==> src/rtl/uart_bus_bridge_if.sv <==
// Bundle of the UART byte streams and the peripheral register bus seen by the bridge.
// master: the bridge side (drives tx_*, bus_req, rd, wr, addr, wdata, busy, err).
// slave:  the environment side (UART receiver/sender, bus mux, register file).
interface uart_bus_bridge_if;
  logic        rx_valid;
  logic [7:0]  rx_data;
  logic        tx_ready;
  logic        tx_en;
  logic [7:0]  tx_data;
  logic        bus_req;
  logic        bus_gnt;
  logic        rd;
  logic        wr;
  logic [31:0] addr;
  logic [31:0] wdata;
  logic [31:0] rdata;
  logic        busy;
  logic        err;

  modport master (
    input  rx_valid, rx_data, tx_ready, bus_gnt, rdata,
    output tx_en, tx_data, bus_req, rd, wr, addr, wdata, busy, err
  );

  modport slave (
    output rx_valid, rx_data, tx_ready, bus_gnt, rdata,
    input  tx_en, tx_data, bus_req, rd, wr, addr, wdata, busy, err
  );
endinterface

==> src/rtl/uart_bus_bridge.sv <==
// UART debug initiator: decodes 'W'/'R' commands from received bytes, performs one bus access, replies via UART.
// Latency: bus request the cycle after the last command byte; access one cycle after grant; reply starts when tx_ready.
// Backpressure: waits indefinitely on bus_gnt and tx_ready; bytes arriving while busy past DATA are dropped.
// Ports: clk, reset (async, active-low), bif (master modport: rx_*, tx_*, bus_req/gnt, rd/wr, addr/wdata/rdata, busy, err).
module uart_bus_bridge #(
  parameter int TX_HOLD = 325,
  parameter int TIMEOUT = 10000000,
  parameter int CNT_W   = 24
) (
  input  logic                  clk,
  input  logic                  reset,
  uart_bus_bridge_if.master     bif
);

  typedef enum logic [2:0] {
    S_IDLE, S_ADDR, S_DATA, S_REQ, S_ACCESS, S_SEND, S_TXHOLD, S_TXWAIT
  } state_t;

  state_t             state, state_nxt;
  logic               rx_prev;
  logic               new_byte;
  logic               opcode_ok;
  logic               last_byte;
  logic               timeout;
  logic [CNT_W-1:0]   cnt;
  logic [1:0]         byte_cnt;
  logic               is_write;
  logic [31:0]        reply;
  logic [2:0]         left;
  logic [31:0]        addr_r;
  logic [31:0]        wdata_r;
  logic [7:0]         tx_data_r;
  logic               err_r;

  // rx_valid is a level; only its rising edge marks a fresh byte.
  assign new_byte  = bif.rx_valid & ~rx_prev;
  assign opcode_ok = (bif.rx_data == 8'h57) || (bif.rx_data == 8'h52);
  assign last_byte = (byte_cnt == 2'd3);
  // The counter restarts on every byte, so this fires after TIMEOUT idle cycles.
  assign timeout   = ((state == S_ADDR) || (state == S_DATA)) && !new_byte &&
                     (cnt == CNT_W'(TIMEOUT - 1));

  assign bif.addr    = addr_r;
  assign bif.wdata   = wdata_r;
  assign bif.tx_data = tx_data_r;
  assign bif.err     = err_r;

  // State register
  always_ff @(posedge clk or negedge reset) begin
    if (!reset) state <= S_IDLE;
    else        state <= state_nxt;
  end

  // Next-state logic
  always_comb begin
    state_nxt = state;
    case (state)
      S_IDLE:   if (new_byte) state_nxt = opcode_ok ? S_ADDR : S_SEND;
      S_ADDR: begin
        if (new_byte && last_byte) state_nxt = is_write ? S_DATA : S_REQ;
        else if (timeout)          state_nxt = S_IDLE;
      end
      S_DATA: begin
        if (new_byte && last_byte) state_nxt = S_REQ;
        else if (timeout)          state_nxt = S_IDLE;
      end
      S_REQ:    if (bif.bus_gnt) state_nxt = S_ACCESS;
      S_ACCESS: state_nxt = S_SEND;
      S_SEND:   if (bif.tx_ready) state_nxt = S_TXHOLD;
      S_TXHOLD: if (cnt == CNT_W'(TX_HOLD - 1)) state_nxt = S_TXWAIT;
      S_TXWAIT: if (bif.tx_ready) state_nxt = (left == 3'd0) ? S_IDLE : S_SEND;
      default:  state_nxt = S_IDLE;
    endcase
  end

  // Outputs decoded from state
  always_comb begin
    bif.tx_en   = 1'b0;
    bif.bus_req = 1'b0;
    bif.rd      = 1'b0;
    bif.wr      = 1'b0;
    bif.busy    = (state != S_IDLE);
    case (state)
      S_REQ:    bif.bus_req = 1'b1;
      S_ACCESS: begin
        bif.bus_req = 1'b1;
        bif.rd      = ~is_write;
        bif.wr      = is_write;
      end
      S_TXHOLD: bif.tx_en = 1'b1;
      default:  ;
    endcase
  end

  // Datapath: byte capture, shared idle/hold counter, reply shifter
  always_ff @(posedge clk or negedge reset) begin
    if (!reset) begin
      rx_prev   <= 1'b0;
      cnt       <= '0;
      byte_cnt  <= 2'd0;
      is_write  <= 1'b0;
      reply     <= 32'h0;
      left      <= 3'd0;
      addr_r    <= 32'h0;
      wdata_r   <= 32'h0;
      tx_data_r <= 8'h0;
      err_r     <= 1'b0;
    end else begin
      rx_prev <= bif.rx_valid;
      err_r   <= 1'b0;

      // One counter serves both the inter-byte timeout and the tx_en hold;
      // it restarts on every state change and every received byte.
      if ((state != state_nxt) || new_byte ||
          !((state == S_ADDR) || (state == S_DATA) || (state == S_TXHOLD)))
        cnt <= '0;
      else
        cnt <= cnt + 1'b1;

      case (state)
        S_IDLE: begin
          byte_cnt <= 2'd0;
          if (new_byte) begin
            is_write <= (bif.rx_data == 8'h57);
            if (!opcode_ok) begin
              reply <= {8'h3F, 24'h0};
              left  <= 3'd1;
              err_r <= 1'b1;
            end
          end
        end
        S_ADDR: begin
          if (new_byte) begin
            addr_r   <= {addr_r[23:0], bif.rx_data};
            byte_cnt <= byte_cnt + 2'd1;
          end
          if (timeout) err_r <= 1'b1;
        end
        S_DATA: begin
          if (new_byte) begin
            wdata_r  <= {wdata_r[23:0], bif.rx_data};
            byte_cnt <= byte_cnt + 2'd1;
          end
          if (timeout) err_r <= 1'b1;
        end
        S_ACCESS: begin
          reply <= is_write ? {8'h4B, 24'h0} : bif.rdata;
          left  <= is_write ? 3'd1 : 3'd4;
        end
        S_SEND: begin
          if (bif.tx_ready) begin
            tx_data_r <= reply[31:24];
            reply     <= {reply[23:0], 8'h0};
            left      <= left - 3'd1;
          end
        end
        default: ;
      endcase
    end
  end

endmodule

==> src/flat_wrapper.sv <==
// flat-port wrapper written by rule: the top's interface ports become plain ports
module uart_bus_bridge_flat 
#(
  parameter int TX_HOLD = 325,
  parameter int TIMEOUT = 10000000,
  parameter int CNT_W   = 24
)
  (clk, reset, bif_rx_valid, bif_rx_data, bif_tx_ready, bif_bus_gnt, bif_rdata, bif_tx_en, bif_tx_data, bif_bus_req, bif_rd, bif_wr, bif_addr, bif_wdata, bif_busy, bif_err);
  uart_bus_bridge_if bif_i ();
  input  logic clk;
  input  logic reset;
  input wire logic [$bits(bif_i.rx_valid)-1:0] bif_rx_valid;
  input wire logic [$bits(bif_i.rx_data)-1:0] bif_rx_data;
  input wire logic [$bits(bif_i.tx_ready)-1:0] bif_tx_ready;
  input wire logic [$bits(bif_i.bus_gnt)-1:0] bif_bus_gnt;
  input wire logic [$bits(bif_i.rdata)-1:0] bif_rdata;
  output wire logic [$bits(bif_i.tx_en)-1:0] bif_tx_en;
  output wire logic [$bits(bif_i.tx_data)-1:0] bif_tx_data;
  output wire logic [$bits(bif_i.bus_req)-1:0] bif_bus_req;
  output wire logic [$bits(bif_i.rd)-1:0] bif_rd;
  output wire logic [$bits(bif_i.wr)-1:0] bif_wr;
  output wire logic [$bits(bif_i.addr)-1:0] bif_addr;
  output wire logic [$bits(bif_i.wdata)-1:0] bif_wdata;
  output wire logic [$bits(bif_i.busy)-1:0] bif_busy;
  output wire logic [$bits(bif_i.err)-1:0] bif_err;
  assign bif_i.rx_valid = bif_rx_valid;
  assign bif_i.rx_data = bif_rx_data;
  assign bif_i.tx_ready = bif_tx_ready;
  assign bif_i.bus_gnt = bif_bus_gnt;
  assign bif_i.rdata = bif_rdata;
  assign bif_tx_en = bif_i.tx_en;
  assign bif_tx_data = bif_i.tx_data;
  assign bif_bus_req = bif_i.bus_req;
  assign bif_rd = bif_i.rd;
  assign bif_wr = bif_i.wr;
  assign bif_addr = bif_i.addr;
  assign bif_wdata = bif_i.wdata;
  assign bif_busy = bif_i.busy;
  assign bif_err = bif_i.err;
  uart_bus_bridge #(.TX_HOLD(TX_HOLD), .TIMEOUT(TIMEOUT), .CNT_W(CNT_W)) u_core (.clk(clk), .reset(reset), .bif(bif_i));
endmodule
==> config.mk <==
export PLATFORM = sky130hd
export DESIGN_NAME = uart_bus_bridge_flat
export DESIGN_NICKNAME = d
export VERILOG_FILES = /design/src/rtl/uart_bus_bridge_if.sv /design/src/rtl/uart_bus_bridge.sv /design/src/flat_wrapper.sv
export SDC_FILE = /design/constraint.sdc
export NUM_CORES = 1
export LEC_CHECK = 0
export BUFFER_PORTS_ARGS = -buffer_cell sky130_fd_sc_hd__buf_2
export CAP_MARGIN = 20
export CORE_UTILIZATION = 45
export DETAILED_ROUTE_END_ITERATION = 6
export PLACE_DENSITY = 0.78
export SLEW_MARGIN = 20
export SYNTH_ARGS = -nofsm -noshare
export SYNTH_HDL_FRONTEND = slang
export SYNTH_SLANG_ARGS = --single-unit
==> constraint.sdc <==
create_clock -name clk -period 2.85 [get_ports clk]
set_input_delay 0.4275 -clock clk [delete_from_list [all_inputs] [get_ports clk]]
set_output_delay 0.4275 -clock clk [all_outputs]
set_load 0.02 [all_outputs]
**After elaboration in Yosys (flattened, before gate mapping)**

Index checks and enable logic that the tools add are counted.
Widths: inputs -> output; s select.

- Register bits: 139
- Word-level logic and storage cells: 90

- $add $sub $neg: 3
- Equality and inequality tests: 17
- Mux-type cells: 33
- Bitwise logic cells: 3
- Reductions and logical operators: 23

Operator list:

| operator | count |
|---|---|
| $mux 32 | 4 |
| $pmux 32 s3 | 1 |
| $mux 3 | 14 |
| $add 24x1->24 const B | 1 |
| $eq 24x24->1 const B | 1 |
| $eq 24x9->1 const B | 1 |
| $mux 24 | 1 |
| $pmux 3 s8 | 1 |
| $eq 8x7->1 const B | 2 |
| $eq 3x3->1 const B | 4 |
| $reduce_and 2->1 | 5 |
| $pmux 3 s3 | 1 |
| $mux 1 | 8 |
| $eq 3x2->1 const B | 2 |
| $logic_not 3->1 | 2 |
| $reduce_bool 3->1 | 2 |
| $logic_or 1x1->1 | 5 |
| $ne 2x1->1 const B | 2 |
| $ne 2x2->1 const B | 2 |
| $pmux 2 s2 | 1 |
| $reduce_and 4->1 | 1 |
| $reduce_or 2->1 | 2 |
| $eq 3x1->1 const B | 1 |
| $logic_and 1x1->1 | 3 |
| other kinds (10) | 12 |

**Depth between registers and ports, before layout**

Gate-level depths: netlist of the first run.

- Depth after elaboration: 12
- Depth in mapped cells: 9
- Mapped depth without buffers: 8

**Worst setup path after synthesis of the first run**

OpenSTA, ideal clock, no wires.

- Path type: input port to flip-flop
- Start point: input port bif_rx_valid
- End point: register u_core.cnt[10]
- Setup time: 136 ps
- Data arrival time: 2154 ps
- Path slack: 560 ps
- Stages: 6
- Path buffers: 1
- Cells stage by stage: and2b_4 or4_4 or3_4 a2111oi_4 buf_6 nor3_1

- Word-level cells in the longest chain between the ends: 11
- Elaborated cells between the ends (all ways): 14
- Classes of those cells: eq/ne (1); mux (6); bitwise (1); reduce/logical (6)

Ends and longest elaborated chain:

| item | line | text |
|---|---|---|
| from (decl) | flat_wrapper.sv:12 | `input wire logic [$bits(bif_i.rx_valid)-1:0] bif_rx_valid;` |
| $and 1x1->1 * | uart_bus_bridge.sv:36 | `assign new_byte = bif.rx_valid & ~rx_prev;` |
| $logic_not 1->1 | uart_bus_bridge.sv:40 | `assign timeout = ((state == S_ADDR) \|\| (state == S_DATA)) && !new_byte &&` |
| $logic_and 1x1->1 (2 in series) | uart_bus_bridge.sv:40 |  |
| $mux 3 | uart_bus_bridge.sv:61, uart_bus_bridge.sv:65 |  |
| $mux 3, on equally long branches | uart_bus_bridge.sv:64, uart_bus_bridge.sv:60 |  |
| $pmux 3 s8 | uart_bus_bridge.sv:57 | `case (state)` |
| $ne 3x3->1 | uart_bus_bridge.sv:114 | `if ((state != state_nxt) \|\| new_byte \|\|` |
| $logic_or 1x1->1 * (2 in series) | uart_bus_bridge.sv:114 |  |
| $mux 24 * | uart_bus_bridge.sv:114 |  |
| to (signal assigned) | uart_bus_bridge.sv:118 | `cnt <= cnt + 1'b1;` |
| to (decl) | uart_bus_bridge.sv:25 | `logic [CNT_W-1:0] cnt;` |

Every way passes the cells marked *; elsewhere a longest branch is shown, timed or not.
A chain may end at the register's enable or synchronous reset.

**Final worst setup path of the first run**

- Start point: register u_core.state[2]
- End point: output port bif_rd

- Word-level cells in the longest chain between the ends: 2

Ends and longest elaborated chain:

| item | line | text |
|---|---|---|
| from (decl) | uart_bus_bridge.sv:19 | `state_t state, state_nxt;` |
| from (signal assigned) | uart_bus_bridge.sv:51 | `else state <= state_nxt;` |
| $eq 3x3->1 | uart_bus_bridge.sv:83 | `case (state)` |
| $mux 1 | uart_bus_bridge.sv:83 |  |
| to (decl) | flat_wrapper.sv:20 | `output wire logic [$bits(bif_i.rd)-1:0] bif_rd;` |

Every way passes these cells.

==> results of run 1 <==
==> registers in the layout (all words and copies together), names as in the netlist <==
| signal | count |
|---|---|
| u_core.bif.addr | 32 |
| u_core.bif.err | 1 |
| u_core.bif.tx_data | 8 |
| u_core.bif.wdata | 32 |
| u_core.byte_cnt | 2 |
| u_core.cnt | 24 |
| u_core.is_write | 1 |
| u_core.left | 3 |
| u_core.reply | 32 |
| u_core.rx_prev | 1 |
| u_core.state | 3 |
==> layout by cell type, fill, tap and decap left out, drive strengths merged, types with 2 or more instances in the layout <==
| cell type | instances |
|---|---|
| and3 | 5 |
| clkbuf | 21 |
| a2bb2oi | 3 |
| buf | 133 |
| maj3 | 2 |
| nor3b | 2 |
| clkinv | 4 |
| nor4 | 4 |
| nand3 | 8 |
| a32o | 2 |
| nand2 | 28 |
| o22ai | 2 |
| and4 | 4 |
| ha | 5 |
| inv | 16 |
| or4 | 3 |
| nor4b | 3 |
| mux2 | 72 |
| clkinvlp | 4 |
| xnor2 | 18 |
| dfrtp | 139 |
| o22a | 2 |
| nor4bb | 2 |
| nor2 | 47 |
| nand4 | 4 |
| a221oi | 21 |
| a221o | 2 |
| a22o | 8 |
| a21oi | 5 |
| xor2 | 5 |
| o21ai | 14 |
| nor2b | 3 |
| nand2b | 4 |
| nor3 | 38 |
==> metal layers <==
layer  vias up  routed length [um]  track usage, %
met2       161                6550            32.7
met3        30                 709            5.21
li1       2119                   -               -
met4         0                 311            9.02
met1      2286                5900            25.9
met5         -                   0               0
==> logic make-up (layout without fill, tap and decap cells) <==
group / count (synthesis) / count (layout) / synth area share [%]
XOR/XNOR: 23 / 23 / 3.28
multiplexers: 73 / 73 / 13.4
AND/OR/NAND/NOR: 161 / 161 / 13.3
flip-flops: 139 / 139 / 56.7
adder cells (fa/ha/maj): 7 / 7 / 1.35
AO/OA/AOI/OAI: 70 / 70 / 9.07
buffers and inverters: 44 / 179 / 3.00
==> through the flow <==
step / cell area [um2] / hold WS [ns] / std cells / power [mW] / worst slack [ns]
after detailed placement: 6950 / 0.453 / 797 / 5.98 / 0.341
after global routing: 7520 / 0.0386 / 828 / 8.50 / 0.226
final: 7520 / -0.00119 / 828 / 8.00 / 0.333
after floorplan: 6140 / 0.132 / 517 / 5.04 / 0.560
after global placement: 6950 / 0.446 / 797 / 5.84 / 0.425
after CTS: 7520 / 0.0135 / 828 / 8.07 / 0.365
==> area by class of cell <==
class                   instances  area (um2)
clock inverters                10        92.6
inverters                      15        56.3
flip-flops and latches        139        3480
multi-input cells             334        2490
fillers                      1096        5780
clock buffers                  21         470
well taps                     176         220
repair buffers                133         712
==> report_power, final <==
group	switching (mW)	leakage (nW)	internal (mW)	total, mW
clock network	0.798	0.267	1.26	2.06
registers	0.465	1.80	2.63	3.09
logic	1.70	1.52	1.14	2.85
==> path summary, 6_finish.rpt <==
kind	to	slack, ns
setup / recovery	bif_rd	0.33
hold / removal	u_core.bif.addr[22]$_DFFE_PN0P_	-0.001
setup reg to reg	u_core.cnt[13]$_DFF_PN0_	0.42
hold reg to reg	u_core.reply[26]$_DFFE_PN0P_	0.48
max in group asynchronous	u_core.reply[23]$_DFFE_PN0P_	2.09
min in group clk	u_core.rx_prev$_DFF_PN0_	0.15
==> metrics.md, run 1 <==
| Metric | Value |
|---|---|
| Worst-path clk slew | `0.05 ns` |
| FF-to-FF path depth | `9` |
| Synth top area share | `about 57%` |
| Via density | `5.55` |
| Routability congestion estimate | `0.870` |
| IO Count | `123` |
| Worst r2r src | `u_core.left[0]$_DFFE_PN0P_` |
| Net Count, Synth | `around 570` |
| Gate Count Post-Synth | `517` |
| Post-synth ARST share | `100%` |
| CP Data Arrival Time | `2.09 ns` |
| Final setup viols | `0` |
| Grt ovf | `0` |
| Startpoint class of the critical path | `flop` |
| Post-synthesis sequential area ratio | `56.7%` |
| Nets | `690` |
| Seq cells post-synth | `139` |
| Leading area contributor after synthesis | `dfrtp_1` |
| Antenna violations before repair | `1` |
| Critical path's slowest cell | `dfrtp_1` |
| Minimum clock period | `between 2 and 3 ns` |
| # DRC | `0` |
| WL final | `13500 um` |
| Std-Cell Rows | `42` |
| Number of gates resized after cts | `0` |
| Peak supply drop | `0.478 mV` |
| Power Density | `between 1000 and 1500 nW/um2` |
| Critical Path Start | `u_core.state[2]$_DFF_PN0_` |
| Total global-route track usage | `20.3%` |
| CTS max path bufs | `2` |
| Fraction of layout cells with a size suffix above 1 | `37.4%` |
| Top-count cell post-synth | `dfrtp_1` |
| Setup crit end kind | `output pin` |
| Top post-synthesis cells by area | `dfrtp_1, mux2_2, nor3_1, a221oi_1, nor2_1` |
| Area delta synth->final | `22.5%` |
| CORE AREA | `between 10000 and 15000 um2` |
| Layout Utilization | `a little under three fifths` |
| DIE HEIGHT | `119 um` |
| Die ar. | `14100 um2` |
| Post-CTS Setup Inserts | `0` |
| Post-synth EDFFs | `0` |
| Global-route wire length before repair | `about 23000 um` |
| Pins Over Slew Limit | `0` |
| Failing checks | `negative hold slack` |
| Cell Area, Synth | `a little over 6000 um2` |
| Worst hold-check path type | `primary input to asynchronous set/reset pin` |
| Later-pin clock latency in the skew report | `0.42 ns` |
| CTS buffer count | `17` |
| Worst slew pin tran | `0.605 ns` |
| Final HPWL from detailed placement | `9500 um` |
| Crit-path max cell delay | `0.72 ns` |
| Required @ worst endpoint | `2.42 ns` |
| Hold buffer count at CTS | `0` |
| Max_cap viols | `0` |
| Syn avg cell area | `approximately 12 um2` |
| Die W | `around 120 um` |
| CTS tree | `yes` |
| WHS | `-0.00119 ns` |
| Final worst path period share | `88.3%` |
| Slew Limit Headroom | `59.6%` |
| P_leak | `between 3 and 4 nW` |
| Final hold viol count | `4` |
| Clk root buf | `clkbuf_16` |
| Routed WL per cell | `around 16 um` |
| N_diodes | `0` |
| Largest delay share family, worst path | `flip-flops` |
| DR pass1 iterations | `4` |
| CP Depth | `3` |
| Crit-path max FO | `21` |
| Top cells by count, synth | `dfrtp_1, mux2_2, nor2_1` |
| Initial Util | `46.2%` |
| Ys flop type | `dfrtp_1` |
| Clk_skew | `0.00344 ns` |
| Clk sinks | `~140` |
| Via Count | `4596` |
| Vias in the first global route | `4588` |
| Port Buf Inserts | `approximately 120` |
| Worst Path Buf+Inv | `1` |
| Outcome | `finished, violations left` |
| Crit Path Category | `flop to output pin` |
| Cells along the critical path | `nand2b_1, nor3_2, buf_2` |
| Unique masters post-synth | `53` |
| Antenna-violating nets left | `0` |
| H-tree depth | `4` |
| TNS Setup | `0 ns` |
| Total of warnings raised by yosys | `0` |
| FMAX | `0.397 GHz` |
| Largest net degree at the start of global routing | `65` |
| RSZ-0062 raised after global routing | `no` |
| DR iter-0 viols | `336` |
(Power assumes the default switching activity.)
==> run 2: changes to the inputs <==
--- a/config.mk
+++ b/config.mk
@@ -10,6 +10,7 @@
 export CORE_UTILIZATION = 45
 export DETAILED_ROUTE_END_ITERATION = 6
 export PLACE_DENSITY = 0.78
+export RECOVER_POWER = 25
 export SLEW_MARGIN = 20
 export SYNTH_ARGS = -nofsm -noshare
 export SYNTH_HDL_FRONTEND = slang
==> run 2 against run 1 <==
  * The run ends with max-capacitance violations, max-slew violations left
  * Global-route usage is the same
  * Clock power about the same
  * Setup slack better by 0.0010 ns
  * Non-clock buffer count stayed put
  * Critical path type unchanged
  * Largest power group unchanged
==> metrics.md, run 2 (same netlist as run 1, synthesis figures left out) <==
| Metric | Value |
|---|---|
| Pins Over Slew Limit | `64` |
| Die W | `119 um` |
| CTS buffer count | `17` |
| Final setup viols | `0` |
| Worst-path clk slew | `0.05 ns` |
| # DRC | `0` |
| Antenna-violating nets left | `0` |
| Outcome | `finished, violations left` |
| Most common cell after layout, fill and taps aside | `dfrtp_1` |
| CTS tree | `yes` |
| Grt ovf | `0` |
| Required @ worst endpoint | `2.42 ns` |
| Worst hold-check path type | `primary input to flop` |
| Clk_skew | `roughly 0.0034 ns` |
| Routability congestion estimate | `0.870` |
| WHS | `between 0.15 and 0.2 ns` |
| Vias in the first global route | `4588` |
| Initial Util | `between 40% and 50%` |
| Final worst path period share | `88.3%` |
| Area delta synth->final | `22.3%` |
| Via Count | `4574` |
| Later-pin clock latency in the skew report | `0.41 ns` |
| CTS max path bufs | `2` |
| IO Count | `around 120` |
| Power Density | `1060 nW/um2` |
| Crit Path Category | `flop to output pin` |
| Post-CTS Setup Inserts | `0` |
| Die ar. | `14100 um2` |
| Fraction of layout cells with a size suffix above 1 | `roughly 37%` |
| WL final | `13500 um` |
| Port Buf Inserts | `122` |
| H-tree depth | `4` |
| Final HPWL from detailed placement | `9500 um` |
| Clk root buf | `clkbuf_16` |
| Peak supply drop | `0.478 mV` |
| Number of gates resized after cts | `0` |
| Hold buffer count at CTS | `0` |
| Crit-path max FO | `21` |
| Failing checks | `max-capacitance violations, max-slew violations` |
| DR pass1 iterations | `4` |
| Slew Limit Headroom | `-6.66%` |
| P_leak | `3.59 nW` |
| Antenna violations before repair | `1` |
| Setup crit end kind | `output pin` |
| Final hold viol count | `0` |
| RSZ-0062 raised after global routing | `no` |
| Fillers | `between 1000 and 1500` |
| DR iter-0 viols | `336` |
| CP Data Arrival Time | `2.09 ns` |
| Max_cap viols | `1` |
| Startpoint class of the critical path | `flop` |
| Minimum clock period | `2.52 ns` |
| Std-Cell Rows | `42` |
| Total global-route track usage | `approximately a fifth` |
| Largest net degree at the start of global routing | `between 60 and 70` |
| Nets | `just under 700` |
| Via density | `5.52` |
| CORE AREA | `13300 um2` |
| N_diodes | `0` |
| Global-route wire length before repair | `22600 um` |
| TNS Setup | `0 ns` |
| Routed WL per cell | `approximately 16 um` |
| FMAX | `0.397 GHz` |
| Clk sinks | `around 140` |
| Worst slew pin tran | `1.60 ns` |
| Most frequent cells in the layout | `dfrtp_1, buf_2, mux2_2, nor2_1, nor3_1` |
| DIE HEIGHT | `between 100 and 150 um` |
==> run 2: worst max-delay path, cell delays in order, from the launching register on <==
cell	delay (ns)
dfrtp_1	0.72
nand2b_1	0.37
nor3_2	0.34
buf_2	0.23
==> run 2: cell type report <==
type	count	area, um2	area share (%)
clock buffer	21	470	6.26
inverter	15	56.3	0.750
multi-input combinational	334	2490	33.1
clock inverter	10	92.6	1.23
timing repair buffer	133	704	9.38
tap	176	220	2.93
sequential	139	3480	46.3
==> run 2: per-stage QoR <==
stage | setup WS (ns) | instance area [um2] | power [mW] | std cells | utilization, %
after floorplan | 0.560 | 6140 | 5.04 | 517 | -
after global placement | 0.425 | 6950 | 5.84 | 797 | 52.3
after detailed placement | 0.341 | 6950 | 5.98 | 797 | 52.3
after CTS | 0.365 | 7520 | 8.07 | 828 | 56.5
after global routing | 0.226 | 7510 | 8.50 | 828 | 56.5
final | 0.334 | 7510 | 7.99 | 828 | 56.5
==> run 2: metal layers <==
metal,up-vias,track usage [%],routed length (um)
met4,0,9.02,308
met2,156,32.7,6550
met1,2271,25.9,5890
met5,-,0,0
li1,2119,-,-
met3,28,5.21,713
==> run 2: worst paths after layout <==
check | start | depth (start not counted) | slack (ns) | endpoint
setup / recovery | u_core.state[2]$_DFF_PN0_ | 3 | 0.33 | bif_rd
hold / removal | bif_rx_valid | 1 | 0.16 | u_core.rx_prev$_DFF_PN0_
setup reg to reg | u_core.left[0]$_DFFE_PN0P_ | 9 | 0.40 | u_core.cnt[13]$_DFF_PN0_
hold reg to reg | u_core.reply[26]$_DFFE_PN0P_ | 2 | 0.48 | u_core.reply[26]$_DFFE_PN0P_
max in group asynchronous | reset | 2 | 1.32 | u_core.reply[23]$_DFFE_PN0P_
min in group asynchronous | reset | 1 | 0.42 | u_core.bif.addr[22]$_DFFE_PN0P_
==> run 2: power breakdown <==
| group | leakage [nW] | internal [mW] | total [mW] | switching [mW] |
|---|---|---|---|---|
| Sequential | 1.80 | 2.63 | 3.09 | 0.464 |
| Combinational | 1.52 | 1.14 | 2.84 | 1.70 |
| Clock | 0.267 | 1.26 | 2.06 | 0.796 |
==> run 3: changes to the inputs <==
--- a/config.mk
+++ b/config.mk
@@ -7,9 +7,9 @@
 export LEC_CHECK = 0
 export BUFFER_PORTS_ARGS = -buffer_cell sky130_fd_sc_hd__buf_2
 export CAP_MARGIN = 20
-export CORE_UTILIZATION = 45
+export CORE_UTILIZATION = 55
 export DETAILED_ROUTE_END_ITERATION = 6
-export PLACE_DENSITY = 0.78
+export PLACE_DENSITY = 0.91
 export RECOVER_POWER = 25
 export SLEW_MARGIN = 20
 export SYNTH_ARGS = -nofsm -noshare
==> run 3 against run 2 <==
  * The run still ends with max-capacitance violations, max-slew violations left
  * Maximum frequency shrank 3.8%
  * Setup slack lost 0.10 ns
  * Combinational power is essentially flat
  * Worst hold slack lost 0.10 ns
  * Critical path depth is the same
  * Final cell count shrank 3.9%
  * Sequential share of layout area grew 0.054 points
  * Sequential power is essentially flat
  * Critical path type unchanged
  * Largest cell class unchanged
==> metrics.md, run 3 (same netlist as run 1, synthesis figures left out) <==
| Metric | Value |
|---|---|
| Port Buf Inserts | `122` |
| Outcome | `finished, violations left` |
| Failing checks | `max-capacitance violations, max-slew violations` |
| Max_cap viols | `1` |
| Clk sinks | `about 140` |
| Pint | `a little over 5 mW` |
| Crit-path max FO | `21` |
| Final worst path period share | `91.8%` |
| FF-to-FF path depth | `6` |
| Area delta synth->final | `22.2%` |
| P_leak | `3.61 nW` |
| Hold Path Depth | `1` |
| DR pass1 iterations | `5` |
| Nets | `693` |
| Antenna-violating nets left | `0` |
| CTS tree | `yes` |
| Reg2reg setup slack | `0.47 ns` |
| Worst Hold End | `u_core.rx_prev$_DFF_PN0_` |
| Worst slew pin tran | `~2 ns` |
| Switching share of power | `between 30% and 40%` |
| N_diodes | `0` |
| Die ar. | `11600 um2` |
| Power Density | `about 1100 nW/um2` |
| H-tree depth | `4` |
| Worst r2r src | `u_core.state[2]$_DFF_PN0_` |
| Final hold viol count | `0` |
| Pwr Total | `slightly above 8 mW` |
| Global-route wire length before repair | `roughly 22000 um` |
| Required @ worst endpoint | `2.42 ns` |
| Fraction of layout cells with a size suffix above 1 | `37.7%` |
| FF-to-FF End | `u_core.cnt[7]$_DFF_PN0_` |
| FMAX | `0.382 GHz` |
| Initial Util | `56.6%` |
| Layout Utilization | `69.2%` |
| Clk root buf | `clkbuf_8` |
| P_sw | `3.07 mW` |
| Clk pwr share | `26.5%` |
| WL final | `13600 um` |
| Multi-input gate area | `~2500 um2` |
| CORE AREA | `approximately 11000 um2` |
| Most common cell after layout, fill and taps aside | `dfrtp_1` |
| CTS max path bufs | `2` |
| CP Data Arrival Time | `2.19 ns` |
| CTS buffer count | `17` |
| Final setup viols | `0` |
| Worst-path clk slew | `0.06 ns` |
| Via density | `between 5 and 6` |
| Std-Cell Rows | `38` |
| Startpoint class of the critical path | `flop` |
| TNS Setup | `0 ns` |
| # DRC | `0` |
| Later-pin clock latency in the skew report | `roughly 0.52 ns` |
| Total global-route track usage | `24.6%` |
| Pins Over Slew Limit | `83` |
| Final HPWL from detailed placement | `9150 um` |
| Routability congestion estimate | `0.872` |
| Via Count | `4546` |
| Routed WL per cell | `between 15 and 20 um` |
| Most frequent cells in the layout | `dfrtp_1, buf_2, mux2_2, nor2_1, nor3_1` |
| DIE HEIGHT | `around 110 um` |
| Antenna violations before repair | `1` |
| IO Count | `123` |
| Grt ovf | `0` |
| Clk_skew | `0.00936 ns` |
| Fillers | `736` |
| Vias in the first global route | `4471` |
| Minimum clock period | `2.62 ns` |
| Hold_sp | `bif_rx_valid` |
| Die W | `108 um` |
| Slew Limit Headroom | `-32.4%` |
| Sequential cell area | `3480 um2` |
| RSZ-0062 raised after global routing | `no` |
| Setup crit end kind | `output pin` |
| DR iter-0 viols | `around 330` |
| Crit Path Category | `flop to output pin` |
| Largest net degree at the start of global routing | `83` |
| Worst hold-check path type | `primary input to flop` |
| Seq pwr share | `38.1%` |
| Comb pwr share | `35.4%` |
| Peak supply drop | `0.559 mV` |
-- run 3: per-layer routing --
| layer | GRT usage [%] | part of all wire, % |
|---|---|---|
| met1 | 30.6 | 41 |
| met2 | 42.1 | 51 |
| met3 | 6.42 | 6.4 |
| met4 | 7.44 | 1.1 |
| met5 | 0 | 0.095 |
-- run 3: final cells by class --
class,count,share of cell area [%]
Sequential cell,139,46.4
Multi-Input combinational cell,334,33.2
Clock buffer,18,5.70
Timing Repair Buffer,136,9.52
Tap cell,140,2.34
Inverter,15,0.751
Clock inverter,14,2.15
-- run 3: power by group through the flow --
stage	clock [mW]	combinational (mW)	sequential (mW)
after global placement	0	2.76	3.05
after global routing	2.27	3.17	3.18
final	2.16	2.87	3.10
after floorplan	0	1.63	3.42
after detailed placement	0	2.87	3.11
after CTS	2.19	2.90	3.09
-- run 3: worst max path at each step --
stage	startpoint	endpoint	cells after the start
final	u_core.state[2]$_DFF_PN0_	bif_rd	3
after global routing	u_core.state[2]$_DFF_PN0_	bif_bus_req	3
after CTS	u_core.state[2]$_DFF_PN0_	bif_rd	3
after detailed placement	bif_rx_valid	u_core.cnt[9]$_DFF_PN0_	7
after global placement	bif_rx_valid	u_core.cnt[1]$_DFF_PN0_	7
after floorplan	bif_rx_valid	u_core.cnt[10]$_DFF_PN0_	6
-- run 3: through the flow --
step / cells / instance area [um2] / worst slack, ns / hold WS (ns)
2_1_floorplan: 517 / 6140 / 0.560 / 0.132
3_3_place_gp: 763 / 6910 / 0.432 / 0.456
3_5_place_dp: 763 / 6910 / 0.395 / 0.461
4_1_cts: 796 / 7510 / 0.261 / 0.0229
5_1_grt: 796 / 7500 / 0.0582 / 0.0344
6_report: 796 / 7500 / 0.233 / 0.0590
-- run 3: repair_timing --
| item | 4_1_cts | 5_1_grt |
|---|---|---|
| endpoints found under the hold margin | 79 | 0 |
| gates resized for setup | 0 | 0 |
| endpoints found under the setup margin | 0 | 0 |
| buffers inserted | 0 | 0 |
| hold buffers | 1 | 0 |
-- run 3: critical path, cell delays in order (launching register included) --
cell and delay (ns):
dfrtp_1 0.74, nand2b_1 0.39, nor3_2 0.31, buf_2 0.22
